[config.mk]
export PLATFORM = sky130hd
export DESIGN_NAME = reorder_buffer
export DESIGN_NICKNAME = d
export VERILOG_FILES = /design/src/rtl/reorder_buffer_pkg.sv /design/src/rtl/reorder_buffer.sv
export SDC_FILE = /design/constraint.sdc
export NUM_CORES = 1
export LEC_CHECK = 0
export ABC_AREA = 0
export CORE_ASPECT_RATIO = 1.25
export CORE_MARGIN = 4
export CORE_UTILIZATION = 40
export CTS_BUF_LIST = sky130_fd_sc_hd__clkbuf_2
export DETAILED_ROUTE_END_ITERATION = 7
export GPL_TIMING_DRIVEN = 1
export SLEW_MARGIN = 10
export SYNTH_ARGS = -nofsm -noshare
export SYNTH_HDL_FRONTEND = slang
export SYNTH_SLANG_ARGS = --single-unit
[constraint.sdc]
create_clock -name clk -period 4.7 [get_ports clk]
set_input_delay 0.705 -clock clk [delete_from_list [all_inputs] [get_ports clk]]
set_output_delay 0.705 -clock clk [all_outputs]
set_load 0.01 [all_outputs]
[src/rtl/reorder_buffer_pkg.sv]
// Shared core package for the reorder buffer.
// Holds the default buffer geometry, the register field widths and the
// per-entry record layout used by reorder_buffer.
package reorder_buffer_pkg;

  localparam int ROB_DEPTH      = 16;
  localparam int ROB_DEPTH_BITS = 4;
  localparam int LOG_RW_W       = 5;
  localparam int PHY_RW_W       = 6;

  // One reorder-buffer slot. valid marks an allocated slot, done marks
  // that execution has written it back and it may retire once at head.
  typedef struct packed {
    logic                valid;
    logic                done;
    logic                uses_rw;
    logic [LOG_RW_W-1:0] log_rw;
    logic [PHY_RW_W-1:0] phy_rw;
  } rob_entry_t;

endpackage

[src/rtl/reorder_buffer.sv]
// In-order retirement buffer.
// Rename allocates entries at the tail, execution marks entries done by tag,
// and the head entry retires (one per cycle) once it is done. A flush empties
// the buffer in one cycle.
//
// Ports:
//   clk, rst            clock, synchronous active-high reset
//   alloc_valid         allocation request from rename
//   alloc_uses_rw       instruction writes a destination register
//   alloc_log_rw        logical destination register
//   alloc_phy_rw        physical destination register
//   alloc_ready         buffer not full
//   alloc_tag           tag the next allocation receives (tail pointer)
//   wb_valid, wb_tag    completion of one entry
//   flush               discard every entry
//   commit_en           head entry retires this cycle
//   commit_wr_en        retiring entry writes a non-zero logical register
//   commit_phy          physical destination of retiring entry
//   commit_log          logical destination of retiring entry
//   count, empty        occupancy
module reorder_buffer
  import reorder_buffer_pkg::*;
#(
  parameter int DEPTH = ROB_DEPTH,
  parameter int TAG_W = ROB_DEPTH_BITS
) (
  input  logic                clk,
  input  logic                rst,
  input  logic                alloc_valid,
  input  logic                alloc_uses_rw,
  input  logic [LOG_RW_W-1:0] alloc_log_rw,
  input  logic [PHY_RW_W-1:0] alloc_phy_rw,
  output logic                alloc_ready,
  output logic [TAG_W-1:0]    alloc_tag,
  input  logic                wb_valid,
  input  logic [TAG_W-1:0]    wb_tag,
  input  logic                flush,
  output logic                commit_en,
  output logic                commit_wr_en,
  output logic [PHY_RW_W-1:0] commit_phy,
  output logic [LOG_RW_W-1:0] commit_log,
  output logic [TAG_W:0]      count,
  output logic                empty
);

  rob_entry_t           entry_reg [DEPTH];
  logic [TAG_W-1:0]     head_reg;
  logic [TAG_W-1:0]     tail_reg;
  logic [TAG_W:0]       count_reg;
  logic [TAG_W:0]       count_next;

  rob_entry_t           head_entry;
  logic                 alloc_fire;
  logic [DEPTH-1:0]     commit_hit;
  logic [DEPTH-1:0]     alloc_hit;
  logic [DEPTH-1:0]     wb_hit;

  assign head_entry  = entry_reg[head_reg];

  // No bypass from a same-cycle commit: a full buffer stays full this cycle.
  assign alloc_ready = (count_reg != (TAG_W+1)'(DEPTH));
  assign alloc_fire  = alloc_valid & alloc_ready & ~flush;
  assign alloc_tag   = tail_reg;
  assign count       = count_reg;
  assign empty       = (count_reg == '0);

  // An empty buffer has no valid head, so commit_en stays low there.
  assign commit_en    = head_entry.valid & head_entry.done & ~flush;
  assign commit_wr_en = commit_en & head_entry.uses_rw & (head_entry.log_rw != '0);
  assign commit_phy   = commit_en ? head_entry.phy_rw : '0;
  assign commit_log   = commit_en ? head_entry.log_rw : '0;

  // Per-slot decode of the three events that can touch an entry.
  // A writeback to the slot retiring this cycle is dropped so it cannot
  // resurrect the done bit after the clear.
  generate
    for (genvar gi = 0; gi < DEPTH; gi++) begin : g_slot
      assign commit_hit[gi] = commit_en  && (head_reg == TAG_W'(gi));
      assign alloc_hit[gi]  = alloc_fire && (tail_reg == TAG_W'(gi));
      assign wb_hit[gi]     = wb_valid && (wb_tag == TAG_W'(gi)) &&
                              entry_reg[gi].valid && !commit_hit[gi];
    end
  endgenerate

  always_comb begin
    count_next = count_reg;
    case ({alloc_fire, commit_en})
      2'b10:   count_next = count_reg + 1'b1;
      2'b01:   count_next = count_reg - 1'b1;
      default: count_next = count_reg;
    endcase
  end

  always_ff @(posedge clk) begin
    if (rst || flush) begin
      head_reg  <= '0;
      tail_reg  <= '0;
      count_reg <= '0;
      for (int i = 0; i < DEPTH; i++) begin
        entry_reg[i] <= '0;
      end
    end else begin
      for (int i = 0; i < DEPTH; i++) begin
        if (commit_hit[i]) begin
          entry_reg[i].valid <= 1'b0;
          entry_reg[i].done  <= 1'b0;
        end
        if (wb_hit[i]) begin
          entry_reg[i].done <= 1'b1;
        end
        // The tail slot is never valid while alloc_ready is high, so this
        // cannot collide with a commit or writeback of a live entry.
        if (alloc_hit[i]) begin
          entry_reg[i] <= '{valid:   1'b1,
                            done:    1'b0,
                            uses_rw: alloc_uses_rw,
                            log_rw:  alloc_log_rw,
                            phy_rw:  alloc_phy_rw};
        end
      end
      if (commit_en)  head_reg <= head_reg + 1'b1;
      if (alloc_fire) tail_reg <= tail_reg + 1'b1;
      count_reg <= count_next;
    end
  end

endmodule
Word-level counts from Yosys, hierarchy flattened
Memories as Yosys holds them, arrays and structs flattened. A register that Yosys moved wholly into a read port is not among the register bits.
Cells that the tools add are included.

word-level totals
  flip-flop bits (word level) = 13
  memory bits (writable) = 224
  bits of input ports = 21
  logic and storage cells = 509
  memories = 1

memory list
  memory     depth  width  rd ports  clocked after Yosys merged registers in  wr ports  line                  RTL
  entry_reg  16     14     17        1                                        16        reorder_buffer.sv:46  rob_entry_t entry_reg [DEPTH];

cells by class
  add/subtract/negate cells = 4
  eq/ne operators = 48
  multiplexer cells = 247
  bitwise logic cells = 103
  reduce and logical (&&, ||, !) cells = 103

operators with widths
  kind                 count
  $mux 1               226
  $mux 12              16
  $eq 4x4->1 const B   24
  $or 1x1->1           96
  $logic_and 1x1->1    80
  $eq 4x3->1 const B   12
  $eq 4x2->1 const B   6
  $logic_not 1->1      16
  $eq 4x1->1 const B   3
  $logic_not 4->1      3
  $pmux 5 s2           1
  $add 4x1->4 const B  2
  $mux 4               2
  $and 1x1->1          6
  $mux 6               1
  $add 5x1->5 const B  1
  $logic_not 5->1      1
  $mux 5               1
  $ne 5x5->1 const B   1
  $reduce_bool 5->1    1
  $sub 5x1->5 const B  1
  $eq 2x1->1 const B   1
  $eq 2x2->1 const B   1
  $reduce_bool 2->1    1
  2 further kinds      2

Logic depth before layout (Yosys ltp)
Gate-level depths: netlist (run 1).

  word-level depth = 10
  mapped depth = 18
  mapped depth without buffers = 14

Worst setup path after synthesis (run 1)
OpenSTA, ideal clock, no wires.

  kind = flip-flop to flip-flop
  start point = reg (tool-made name)
  end point = reg count_reg[4], in the netlist count[4]
  arrival time = 3.323 ns
  required time = 4.629 ns
  path slack = 1.306 ns
  cell stages (with the launch flop) = 18
  buffers on the path = 4
  period minus slack after synthesis = 3.394 ns
  cells stage by stage = dfxtp_1 > buf_6 > mux4_1 > o22ai_2 > o31ai_4 > buf_6 > inv_2 > buf_4 > ha_1 > clkbuf_1 > xor2_1 > ha_1 > a21oi_1 > o21bai_1 > a22oi_1 > o221a_2 > or3_1 > a21oi_1

RTL lines
  what                    line                   RTL
  end signal: assignment  reorder_buffer.sv:123  count_reg <= count_next;
  end: declaration        reorder_buffer.sv:49   logic [TAG_W:0] count_reg;

==> results.sh, run 1 <==
export IMPL_tritoncts="built"
export IMPL_required_ns=3.99
export IMPL_power_frac_seq=0.610
export IMPL_num_vias=6865
export IMPL_power_density_nw_per_um2=329
export IMPL_start_util=0.407
export IMPL_skew_ns=0.0813
export IMPL_core_um2=26900
export IMPL_final_cell_mix="edfxtp_1, nor2_1, clkbuf_2"
export IMPL_first_iter_violations=518
export IMPL_post_cts_setup_buffers=0
export IMPL_rows=67
export IMPL_ys_ff_latch=241
export IMPL_first_pass_iters=5
export IMPL_drv_slew=0
export IMPL_hold_path_class="primary input to register"
export IMPL_final_common_cell="edfxtp_1"
export IMPL_gr_total_overflow=0
export IMPL_synthCells=785
export IMPL_ys_warnings_count=0
export IMPL_met3_usage=0.0339
export IMPL_dp_cells=1148
export IMPL_area_growth_pct=12.6
export IMPL_ys_async_sr_fraction=0
export IMPL_cts_buffers=59
export IMPL_worst_path_max_fanout=20
export IMPL_synth_distinct_cells=56
export IMPL_hold_buffers=0
export IMPL_use_met1=0.234
export IMPL_final_setup_worst_slack_ns=0.376
export IMPL_postRouteAntennaNets=0
export IMPL_use_met2=0.324
export IMPL_syn_nets=817
export IMPL_place_congestion=0.798
export IMPL_layout_cells_non_filler=1255
export IMPL_cts_path_max_buffers=3
export IMPL_dieArea_um2=30100
export IMPL_synth_edff_count=224
export IMPL_setup_violations=0
export IMPL_switchingPower_uw=1000
export IMPL_vias_per_cell=5.47
export IMPL_htreeDepth=2
export IMPL_startpoint_type="register"
export IMPL_cap_violations=0
export IMPL_grt_antenna_before_repair=1
export IMPL_drive_gt1_frac=0.221
export IMPL_top_usage_layer="met2"
export IMPL_sw_frac_of_total=0.246
export IMPL_synth_ff_type="edfxtp_1"
export IMPL_grt_pass1_wl_um=42400
export IMPL_cts_repair_resize_count=0
export IMPL_seq_area_frac_synth=0.645
export IMPL_track_usage=0.187
export IMPL_p_leak_uw=0.00445
export IMPL_ios=45
export IMPL_dp_slack_ns=1.13
export IMPL_finalCriticalPeriod_ns=4.32
export IMPL_status="finished, final reports clean"
export IMPL_synth_area_top_cells="edfxtp_1, mux4_2, nor2_1, dfxtp_1, nand2_1"
export IMPL_end_kind="output pin"
export IMPL_post_dp_hpwl_um=18000
export IMPL_pwr_share_clk=0.332
export IMPL_port_buffers=44
export IMPL_die_width_um=156
export IMPL_synth_top_area_cell="edfxtp_1"
export IMPL_largest_reg_flops=224
export IMPL_drc=0
export IMPL_vdd_drop_max_v=0.000128
export IMPL_cts_sinks=241
export IMPL_clock_latency_ns=0.87
export IMPL_grt_max_degree=31
export IMPL_max_freq_mhz=231
export IMPL_rsz0062_at_grt="no"
export IMPL_synth_top_area_frac=0.614
export IMPL_syn_cell_area_um2=11000
export IMPL_layout_nets=896
export IMPL_path_class="register to output pin"
export IMPL_fin_crit_sh=0.920
export IMPL_utilization=0.459
export IMPL_clk_pin_slew_ns=0.12
export IMPL_cts_root_buf="clkbuf_2"
export IMPL_p_int_uw=3060
export IMPL_place_area_um2=11800
export IMPL_grt_pass1_vias=7226
export IMPL_avgSynthCellArea_um2=14.0
export IMPL_slew_headroom=0.246
export IMPL_combPwrFrac=0.058
export IMPL_setup_tns_ns=0
export IMPL_wl_um=27400
export IMPL_hold_viol=0
export IMPL_worst_pin_slew_ns=1.13
export IMPL_wl_per_cell_um=21.8
export IMPL_stdcell_area_um2=12300
export IMPL_cp_arrival_ns=3.62
export IMPL_fillers=2435
export IMPL_die_h_um=193
==> synth_stat cells (3+ instances only) <==
cell type  instances
edfxtp_1         224
nor2_1           149
mux4_2            57
nand2_1           55
clkbuf_1          38
nand3_1           34
inv_1             25
nor2b_1           19
dfxtp_1           17
a21oi_1           13
a31o_2            11
ha_1              11
o21ai_0           11
a21o_1             9
buf_2              9
a22oi_1            7
buf_6              7
nor3_1             7
a211o_1            6
a211oi_1           6
a311oi_1           6
and3_1             6
xor2_1             5
nand2b_1           4
nand4_1            4
buf_1              3
o21bai_1           3
or3_1              3
xnor2_1            3
==> through the flow <==
step	hold WS (ns)	total power, uW
3_5_place_dp	0.526	2770
3_3_place_gp	0.524	2760
6_report	0.521	4060
2_1_floorplan	0.506	2660
4_1_cts	0.433	4120
5_1_grt	0.426	4270
==> area by class of cell <==
class | instances | area [um^2] | share of cell area
multi-input cells | 458 | 3500 | 0.284
clock inverters | 26 | 128 | 0.0103
well taps | 345 | 432 | 0.0350
flip-flops and latches | 241 | 7070 | 0.573
diodes | 1 | 2.50 | 0.000203
inverters | 26 | 97.6 | 0.00791
clock buffers | 80 | 400 | 0.0324
repair buffers | 78 | 708 | 0.0574
==> worst max-delay path: stages, from the launching register on <==
cell             delay (ns)
dfxtp_2                0.65
buf_4                  0.42
mux4_2                 0.35
a22o_1                 0.21
a221oi_1               0.29
nor4b_2                0.29
a21oi_1                0.10
clkdlybuf4s50_1        0.50
==> routing by layer <==
metal	share of wire	vias up
li1	-	3142
met1	0.40	3430
met2	0.51	241
met3	0.054	52
met4	0.034	0
met5	0	-
==> final timing paths <==
path                start            to  slack, ns  cells after the start
min reg2reg  alloc_tag[1]  alloc_tag[1]       0.55                      2
max reg2reg      register      count[4]       1.20                     13
min           alloc_valid  alloc_tag[1]       0.52                      3
max              register  commit_wr_en       0.38                      7
==> power groups by stage <==
stage	Sequential, uW	Clock, uW	Combinational (uW)
4_1_cts	2480	1400	238
3_3_place_gp	2530	0	235
2_1_floorplan	2520	0	139
6_report	2480	1350	235
3_5_place_dp	2530	0	237
5_1_grt	2490	1530	252
==> kinds of logic after synthesis <==
| logic type | share of synthesized area |
|---|---|
| AOI/OAI and AO/OA | 0.0605 |
| xor gates and xnor gates | 0.00640 |
| adders and majority gates | 0.0126 |
| buffers and inverters | 0.0361 |
| DFF | 0.645 |
| muxes | 0.121 |
| and+or+nand+nor | 0.118 |
Power figures use the tool's default switching activity.
==> inputs of run 2 (changes only) <==
- CORE_MARGIN: 4 -> 8
- clock period: 4.7 -> 4.3 ns (I/O delays scaled with it)
==> run 2 against run 1 <==
  * Clock skew shrank 0.024 ns
  * Sequential share of layout area shrank 0.31 points
  * Critical path type unchanged
  * Power grew 9.3%
==> results.sh, run 2 (synthesis gave the netlist of run 1 again) <==
export IMPL_slew_headroom=0.310
export IMPL_cts_path_max_buffers=3
export IMPL_dp_slack_ns=0.833
export IMPL_fin_crit_sh=0.958
export IMPL_core_um2=26900
export IMPL_postRouteAntennaNets=0
export IMPL_grt_pass1_wl_um=43400
export IMPL_drv_slew=0
export IMPL_wl_um=28200
export IMPL_wl_per_cell_um=22.4
export IMPL_cts_root_buf="clkbuf_2"
export IMPL_final_setup_worst_slack_ns=0.180
export IMPL_worst_pin_slew_ns=1.03
export IMPL_rows=67
export IMPL_cts_buffers=60
export IMPL_startpoint_type="register"
export IMPL_max_freq_mhz=243
export IMPL_final_common_cell="edfxtp_1"
export IMPL_p_leak_uw=0.00450
export IMPL_fillers=2445
export IMPL_gr_total_overflow=0
export IMPL_setup_tns_ns=0
export IMPL_status="finished, final reports clean"
export IMPL_power_density_nw_per_um2=358
export IMPL_grt_antenna_before_repair=1
export IMPL_path_class="register to output pin"
export IMPL_layout_cells_non_filler=1257
export IMPL_first_pass_iters=7
export IMPL_setup_violations=0
export IMPL_finalCriticalPeriod_ns=4.12
export IMPL_track_usage=0.173
export IMPL_final_cell_mix="edfxtp_1, nor2_1, clkbuf_2"
export IMPL_cp_arrival_ns=3.47
export IMPL_drive_gt1_frac=0.234
export IMPL_clk_pin_slew_ns=0.10
export IMPL_num_vias=6925
export IMPL_largest_reg_flops=224
export IMPL_hold_path_class="primary input to register"
export IMPL_holdWs_ns=0.441
export IMPL_die_h_um=201
export IMPL_first_iter_violations=565
export IMPL_stdcell_area_um2=12400
export IMPL_port_buffers=44
export IMPL_required_ns=3.65
export IMPL_grt_pass1_vias=7368
export IMPL_vias_per_cell=5.51
export IMPL_place_area_um2=11900
export IMPL_dp_cells=1155
export IMPL_die_width_um=164
export IMPL_post_dp_hpwl_um=18900
export IMPL_area_growth_pct=13.3
export IMPL_htreeDepth=2
export IMPL_tritoncts="built"
export IMPL_drc=0
export IMPL_clock_latency_ns=0.84
export IMPL_skew_ns=0.0571
export IMPL_start_util=0.407
export IMPL_dieArea_um2=33000
export IMPL_cts_sinks=241
export IMPL_rsz0062_at_grt="no"
export IMPL_hold_viol=0
export IMPL_cap_violations=0
export IMPL_ios=45
export IMPL_layout_nets=908
export IMPL_vdd_drop_max_v=0.000195
export IMPL_end_kind="output pin"
export IMPL_place_congestion=0.787
export IMPL_worst_path_max_fanout=19
export IMPL_grt_max_degree=31
-- run 2: power by group --
group | total [uW] | switching (uW) | internal (uW)
clock network | 1470 | 898 | 570
logic | 259 | 156 | 103
registers | 2710 | 37.3 | 2680
total | 4440 | 1090 | 3350
-- run 2: what timing repair did --
action	CTS	global route
resized for setup	0	0
buffers inserted	4	0
setup endpoints to repair	1	0
hold buffers	0	0
-- run 2: critical path, cell delays in order (launching register included) --
cell and delay (ns):
dfxtp_2 0.44, buf_4 0.30, mux4_2 0.56, nor3_4 0.20
o31ai_4 0.09, buf_4 0.23, nand2b_1 0.18, a21oi_1 0.11
clkdlybuf4s50_1 0.55
-- run 2: worst paths after layout --
kind / start / endpoint / slack (ns) / cells past startpoint
worst max-delay path: register / commit_wr_en / 0.18 / 8
worst min-delay path: alloc_valid / alloc_tag[1] / 0.44 / 3
worst max register to register: register / count[4] / 0.84 / 14
worst min register to register: alloc_tag[1] / alloc_tag[1] / 0.56 / 2
-- run 2: through the flow --
stage               total power, uW  utilization
global placement               3020        0.441
detailed placement             3030        0.441
global route                   4620        0.461
finish                         4440        0.461
floorplan                      2900            -
CTS                            4490        0.461
-- run 2: per-layer routing --
layer  vias up  GRT usage  wire length (um)
met5         -          0                 0
met4         0     0.0592               720
met1      3516      0.213             11400
met2       211      0.300             14700
met3        50     0.0308              1350
li1       3148          -                 -
-- run 2: cell type report --
cell class | count | area [um^2] | share of cell area
Clock inverter | 15 | 90.1 | 0.00726
Tap cell | 345 | 432 | 0.0348
Inverter | 26 | 97.6 | 0.00787
Timing Repair Buffer | 89 | 803 | 0.0647
Clock buffer | 82 | 410 | 0.0331
Multi-Input combinational cell | 458 | 3500 | 0.282
Sequential cell | 241 | 7070 | 0.570
Antenna cell | 1 | 2.50 | 0.000202
